**src/rtl/id_ex_stage.sv**
```systemverilog
// ID/EX pipeline stage: decodes RV32I ALU instructions, forwards operands,
// and holds the ALU inputs under a valid/ready handshake.
module id_ex_stage #(
  parameter int unsigned XLEN = 32
) (
  input  logic            clk,
  input  logic            rst,
  input  logic            in_valid,
  output logic            in_ready,
  input  logic [31:0]     instr,
  input  logic [XLEN-1:0] pc,
  input  logic [XLEN-1:0] rs1_data,
  input  logic [XLEN-1:0] rs2_data,
  input  logic            exm_wen,
  input  logic [4:0]      exm_rd,
  input  logic [XLEN-1:0] exm_result,
  input  logic            wb_wen,
  input  logic [4:0]      wb_rd,
  input  logic [XLEN-1:0] wb_result,
  input  logic            flush,
  output logic            out_valid,
  input  logic            out_ready,
  output logic [XLEN-1:0] alu_a,
  output logic [XLEN-1:0] alu_b,
  output logic [3:0]      alu_op,
  output logic [4:0]      rd,
  output logic            rd_wen,
  output logic [XLEN-1:0] pc_out,
  output logic            illegal
);

  localparam int unsigned REG_W = 5;
  localparam int unsigned OP_W  = 4;

  localparam logic [6:0] OPC_OP    = 7'b0110011;
  localparam logic [6:0] OPC_OPIMM = 7'b0010011;
  localparam logic [6:0] OPC_LUI   = 7'b0110111;
  localparam logic [6:0] OPC_AUIPC = 7'b0010111;
  localparam logic [6:0] F7_BASE   = 7'b0000000;
  localparam logic [6:0] F7_ALT    = 7'b0100000;

  logic [6:0]       opcode;
  logic [2:0]       funct3;
  logic [6:0]       funct7;
  logic [REG_W-1:0] rs1_idx, rs2_idx, rd_idx;

  assign opcode  = instr[6:0];
  assign rd_idx  = instr[11:7];
  assign funct3  = instr[14:12];
  assign rs1_idx = instr[19:15];
  assign rs2_idx = instr[24:20];
  assign funct7  = instr[31:25];

  // Register state
  logic             valid_q, valid_d;
  logic [XLEN-1:0]  a_q, a_d, b_q, b_d, pc_q, pc_d;
  logic [OP_W-1:0]  op_q, op_d;
  logic [REG_W-1:0] rd_q, rd_d, src1_q, src1_d, src2_q, src2_d;
  logic             wen_q, wen_d, ill_q, ill_d;
  logic             a_reg_q, a_reg_d, b_reg_q, b_reg_d;

  // Decode results
  logic [XLEN-1:0] dec_a, dec_b, fwd_a, fwd_b;
  logic [OP_W-1:0] dec_op;
  logic            dec_a_reg, dec_b_reg, dec_legal, dec_wen;
  logic            accept;

  function automatic logic [XLEN-1:0] fwd_sel(
    input logic [REG_W-1:0] idx,
    input logic [XLEN-1:0]  rf,
    input logic             e_wen,
    input logic [REG_W-1:0] e_rd,
    input logic [XLEN-1:0]  e_res,
    input logic             w_wen,
    input logic [REG_W-1:0] w_rd,
    input logic [XLEN-1:0]  w_res
  );
    logic [XLEN-1:0] r;
    r = rf;
    if (idx == '0)                    r = '0;
    else if (e_wen && (e_rd == idx))  r = e_res;
    else if (w_wen && (w_rd == idx))  r = w_res;
    return r;
  endfunction

  assign fwd_a = fwd_sel(rs1_idx, rs1_data, exm_wen, exm_rd, exm_result, wb_wen, wb_rd, wb_result);
  assign fwd_b = fwd_sel(rs2_idx, rs2_data, exm_wen, exm_rd, exm_result, wb_wen, wb_rd, wb_result);

  assign in_ready = !flush && (!valid_q || out_ready);
  assign accept   = in_valid && in_ready;

  // Instruction decode and operand selection
  always_comb begin
    dec_op    = '0;
    dec_a     = '0;
    dec_b     = '0;
    dec_a_reg = 1'b0;
    dec_b_reg = 1'b0;
    dec_legal = 1'b0;
    case (opcode)
      OPC_OP: begin
        dec_legal = (funct7 == F7_BASE) ||
                    ((funct7 == F7_ALT) && ((funct3 == 3'b000) || (funct3 == 3'b101)));
        dec_op    = {instr[30], funct3};
        dec_a     = fwd_a;
        dec_b     = fwd_b;
        dec_a_reg = 1'b1;
        dec_b_reg = 1'b1;
      end
      OPC_OPIMM: begin
        dec_op    = {(funct3 == 3'b101) ? instr[30] : 1'b0, funct3};
        dec_a     = fwd_a;
        dec_a_reg = 1'b1;
        if ((funct3 == 3'b001) || (funct3 == 3'b101)) begin
          dec_b     = XLEN'({27'b0, instr[24:20]});
          dec_legal = (funct7 == F7_BASE) || ((funct3 == 3'b101) && (funct7 == F7_ALT));
        end else begin
          dec_b     = XLEN'({{20{instr[31]}}, instr[31:20]});
          dec_legal = 1'b1;
        end
      end
      OPC_LUI: begin
        dec_b     = XLEN'({instr[31:12], 12'b0});
        dec_legal = 1'b1;
      end
      OPC_AUIPC: begin
        dec_a     = pc;
        dec_b     = XLEN'({instr[31:12], 12'b0});
        dec_legal = 1'b1;
      end
      default: dec_legal = 1'b0;
    endcase
    if (!dec_legal) begin
      dec_op    = '0;
      dec_a     = '0;
      dec_b     = '0;
      dec_a_reg = 1'b0;
      dec_b_reg = 1'b0;
    end
    dec_wen = dec_legal && (rd_idx != '0);
  end

  // Next-state: accept, flush, drain, or refresh held operands while stalled
  always_comb begin
    valid_d = valid_q;
    a_d     = a_q;
    b_d     = b_q;
    pc_d    = pc_q;
    op_d    = op_q;
    rd_d    = rd_q;
    wen_d   = wen_q;
    ill_d   = ill_q;
    src1_d  = src1_q;
    src2_d  = src2_q;
    a_reg_d = a_reg_q;
    b_reg_d = b_reg_q;
    if (accept) begin
      valid_d = 1'b1;
      a_d     = dec_a;
      b_d     = dec_b;
      pc_d    = pc;
      op_d    = dec_op;
      rd_d    = rd_idx;
      wen_d   = dec_wen;
      ill_d   = !dec_legal;
      src1_d  = rs1_idx;
      src2_d  = rs2_idx;
      a_reg_d = dec_a_reg;
      b_reg_d = dec_b_reg;
    end else if (flush) begin
      valid_d = 1'b0;
    end else if (valid_q && out_ready) begin
      valid_d = 1'b0;
    end else if (valid_q) begin
      if (a_reg_q && (src1_q != '0) && wb_wen && (wb_rd == src1_q)) a_d = wb_result;
      if (b_reg_q && (src2_q != '0) && wb_wen && (wb_rd == src2_q)) b_d = wb_result;
    end
  end

  always_ff @(posedge clk) begin
    if (rst) begin
      valid_q <= 1'b0;
      a_q     <= '0;
      b_q     <= '0;
      pc_q    <= '0;
      op_q    <= '0;
      rd_q    <= '0;
      wen_q   <= 1'b0;
      ill_q   <= 1'b0;
      src1_q  <= '0;
      src2_q  <= '0;
      a_reg_q <= 1'b0;
      b_reg_q <= 1'b0;
    end else begin
      valid_q <= valid_d;
      a_q     <= a_d;
      b_q     <= b_d;
      pc_q    <= pc_d;
      op_q    <= op_d;
      rd_q    <= rd_d;
      wen_q   <= wen_d;
      ill_q   <= ill_d;
      src1_q  <= src1_d;
      src2_q  <= src2_d;
      a_reg_q <= a_reg_d;
      b_reg_q <= b_reg_d;
    end
  end

  assign out_valid = valid_q;
  assign alu_a     = a_q;
  assign alu_b     = b_q;
  assign alu_op    = op_q;
  assign rd        = rd_q;
  assign rd_wen    = wen_q;
  assign pc_out    = pc_q;
  assign illegal   = ill_q;

endmodule

```
**config.mk**
```make
export PLATFORM = sky130hd
export DESIGN_NAME = id_ex_stage
export DESIGN_NICKNAME = d
export VERILOG_FILES = /design/src/rtl/id_ex_stage.sv
export SDC_FILE = /design/constraint.sdc
export NUM_CORES = 1
export LEC_CHECK = 0
export CAP_MARGIN = 20
export CORE_ASPECT_RATIO = 1.4
export CORE_MARGIN = 2
export CORE_UTILIZATION = 47
export CTS_CLUSTER_DIAMETER = 80
export DETAILED_ROUTE_END_ITERATION = 8
export PLACE_DENSITY = 0.88
export SETUP_SLACK_MARGIN = 0.2
export SYNTH_ARGS = -nofsm -noshare
export SYNTH_HDL_FRONTEND = slang
export SYNTH_SLANG_ARGS = --single-unit
```
**constraint.sdc**
```tcl
create_clock -name clk -period 5 [get_ports clk]
set_input_delay 0.75 -clock clk [delete_from_list [all_inputs] [get_ports clk]]
set_output_delay 0.75 -clock clk [all_outputs]
set_load 0.05 [all_outputs]
```
==> results.py <==
metrics = {
    "clock_network": {
        "cts_resized": 0,
        "cts_buffer_depth": 2,
        "cts_setup_buffers": 0,
        "root_buffer": "clkbuf_16",
        "cts_sinks": 120,
        "cts_tree": "built",
        "path_clk_slew_ps": 60,
        "cts_buffers": 17,
        "worstSkewPairLatency_ps": 420,
        "holdBufCountCts": 0,
        "cts.htree.levels": 4,
    },
    "worst_setup_path": {
        "max_stage_delay_ps": 910,
        "cp_cell_sequence": "clkdlybuf4s50_1 > xnor2_2 > nand2_1 > or2_1 > buf_4 > a211oi_1 > o31a_1 > a211oi_1",
        "critPathSlowestCell": "or2_1",
        "setup.worst_path.class": "primary input to flop",
        "end_kind": "flop",
        "cp.arrival_ps": 4060,
        "critPathMostFrequentCell": "a211oi_1",
        "start_kind": "primary input",
        "critPathMaxFanout": 22,
        "required_ps": 5310,
    },
    "die": {
        "fp.dieArea_mm2": 0.0171,
        "placementRows": 54,
        "fp.dieH_um": 154,
        "initial_core_util_pct": 48.3,
        "ios": 318,
        "coreArea_mm2": 0.0156,
        "die_x_um": 111,
    },
    "power_and_ir_drop": {
        "vdd_ir_drop_max_mv": 0.192,
        "p_per_area_mw_per_mm2": 279,
        "p_leak_nw": 4.18,
    },
    "grt": {
        "antenna_found_initial": 0,
        "grt.overflow.total": 0,
        "grt_pass1_vias": 9660,
        "grt_usage_pct": 40.9,
        "grt_max_degree": 53,
        "grt_first_pass_wirelength_um": 55100,
    },
    "yosys": {
        "ys_async_sr_fraction_pct": 0,
        "synth-main-ff-cell": "dfxtp_1",
        "synth_area_mm2": 0.00753,
        "syn_nets": 1220,
        "synthCells": 1011,
        "avgSynthCellArea_um2": 7.45,
        "yosys.cell_types.count": 52,
        "yosys_register_bits": 120,
        "synth_seq_area_share_pct": 31.9,
        "synth_edf_count": 0,
        "synth_warnings": 0,
    },
    "final_layout": {
        "n_antenna_cell": 0,
        "final_common_cell": "clkdlybuf4s50_1",
        "drive_gt1_share_pct": 6.85,
        "fin_nets": 1480,
        "syn2layout_area_growth_pct": 51.5,
        "regArea_mm2": 0.00240,
        "nFillCells": 1182,
        "layout_common_cells": "clkdlybuf4s50_1 (316), nand2_1 (158), a21oi_1 (131)",
        "multi_input_area_mm2": 0.00474,
    },
    "sta": {
        "post-route-min-period_ps": 3750,
        "setup_tns_ps": 0,
        "hold_viol": 0,
        "max-slew-margin-rel_pct": 24.7,
        "finalCritPeriodShare_pct": 75.0,
        "slew_viol_final": 0,
        "worst_pin_slew_ps": 1130,
        "skew_ps": 8.25,
        "rsz0062_at_grt": "false",
        "setup_slack_ps": 1250,
        "finalSetupViolCount": 0,
        "max_freq_mhz": 267,
    },
    "worst_hold_path": {
        "hold_path_class": "flop to flop",
    },
    "drt": {
        "dr.pass1.iters": 7,
        "num_vias": 9956,
        "via_per_inst": 6.73,
        "wl_per_cell_um": 24.4,
        "drt-initial-drc-count": 1377,
        "drc_errors": 0,
        "ant_nets": 0,
        "drt-total-wl_um": 36100,
    },
    "placement": {
        "port_buffers": 317,
        "pre_cts_slack_ps": 1070,
        "place.gp.congestion": 0.994,
        "hpwl_um": 24800,
    },
    "flow_run": {
        "maxCapViolations": 0,
    },
    "outcome": {
        "status": "complete, no violations",
    },
}
## metal layers
metal  wire, µm  global-route usage, %  vias to the layer above
met5          0                      0                        -
met4       2590                   24.8                        0
met3       4540                   10.0                      242
met2      16600                   66.9                      949
met1      12400                   48.5                     4532
li1           -                      -                     4233
## cells by family (layout without fill, tap and decap cells)
| logic type | Yosys count | in the layout | synth area share, % |
|---|---|---|---|
| AO/OA/AOI/OAI | 426 | 426 | 38.8 |
| AND/OR/NAND/NOR | 301 | 301 | 17.1 |
| buffers and inverters | 115 | 388 | 6.16 |
| XOR/XNOR | 28 | 28 | 3.26 |
| flip-flops | 120 | 120 | 31.9 |
| multiplexers | 21 | 21 | 2.79 |
## path summary, 6_finish.rpt
kind / from / to / slack, ps / cells past startpoint
max: instr[17] / alu_a[13] / 1250 / 8
max reg2reg: src2_q[2] / alu_b[26] / 2160 / 6
min reg2reg: pc_out[8] / pc_out[8] / 450 / 2
min: pc_out[8] / pc_out[8] / 450 / 2
## critical path: cells and delay by family
kind                   cells  cell delay (ps)
buffers and inverters      2             1010
AO/OA/AOI/OAI              3              740
AND/OR/NAND/NOR            2             1280
XOR/XNOR                   1              250
## metrics by stage
step,instances,hold WS (ps),total power [mW],area (µm²),utilization (%)
4_1_cts,1480,454,3.16,11400,73.1
2_1_floorplan,1011,445,1.48,7530,-
3_3_place_gp,1448,441,1.86,10800,69.2
6_report,1480,455,3.19,11400,73.1
5_1_grt,1480,474,3.26,11400,73.1
3_5_place_dp,1448,446,1.87,10800,69.2
## state kept, by name, summed over array words and instances (netlist names)
register and count:
a_reg_q 1, alu_a 32, alu_b 32, alu_op 4
b_reg_q 1, illegal 1, out_valid 1, pc_out 32
rd 5, rd_wen 1, src1_q 5, src2_q 5
## where the power goes
| part | switching [mW] | total, mW | internal, mW |
|---|---|---|---|
| Sequential | 0.0354 | 1.04 | 1.01 |
| Clock | 0.507 | 1.31 | 0.801 |
| Combinational | 0.495 | 0.837 | 0.342 |
## cells in the mapped netlist, types with 12 or more instances
cell type,number,area share (%)
a221oi_1,19,2.2
nor2_1,73,3.6
o311a_1,26,3.5
o211ai_1,12,1.2
a21oi_1,131,8.7
mux2i_1,21,2.8
clkbuf_1,81,4.0
o21ai_0,64,4.3
nand2_1,159,7.9
nand3_1,35,2.3
buf_2,14,0.93
a21boi_0,25,2.5
dfxtp_1,120,32
inv_1,15,0.75
a21o_1,29,2.9
a211oi_1,64,6.4
xnor2_1,19,2.2
## final cells by class
type                       count  share of cell area [%]
inverter                      15                   0.494
multi-input combinational    776                    41.6
clock inverter                14                    1.52
tap                          196                    2.15
clock buffer                  18                    3.85
sequential                   120                    21.1
timing repair buffer         341                    29.3
Note: power is estimated with default switching activity, not from simulation.
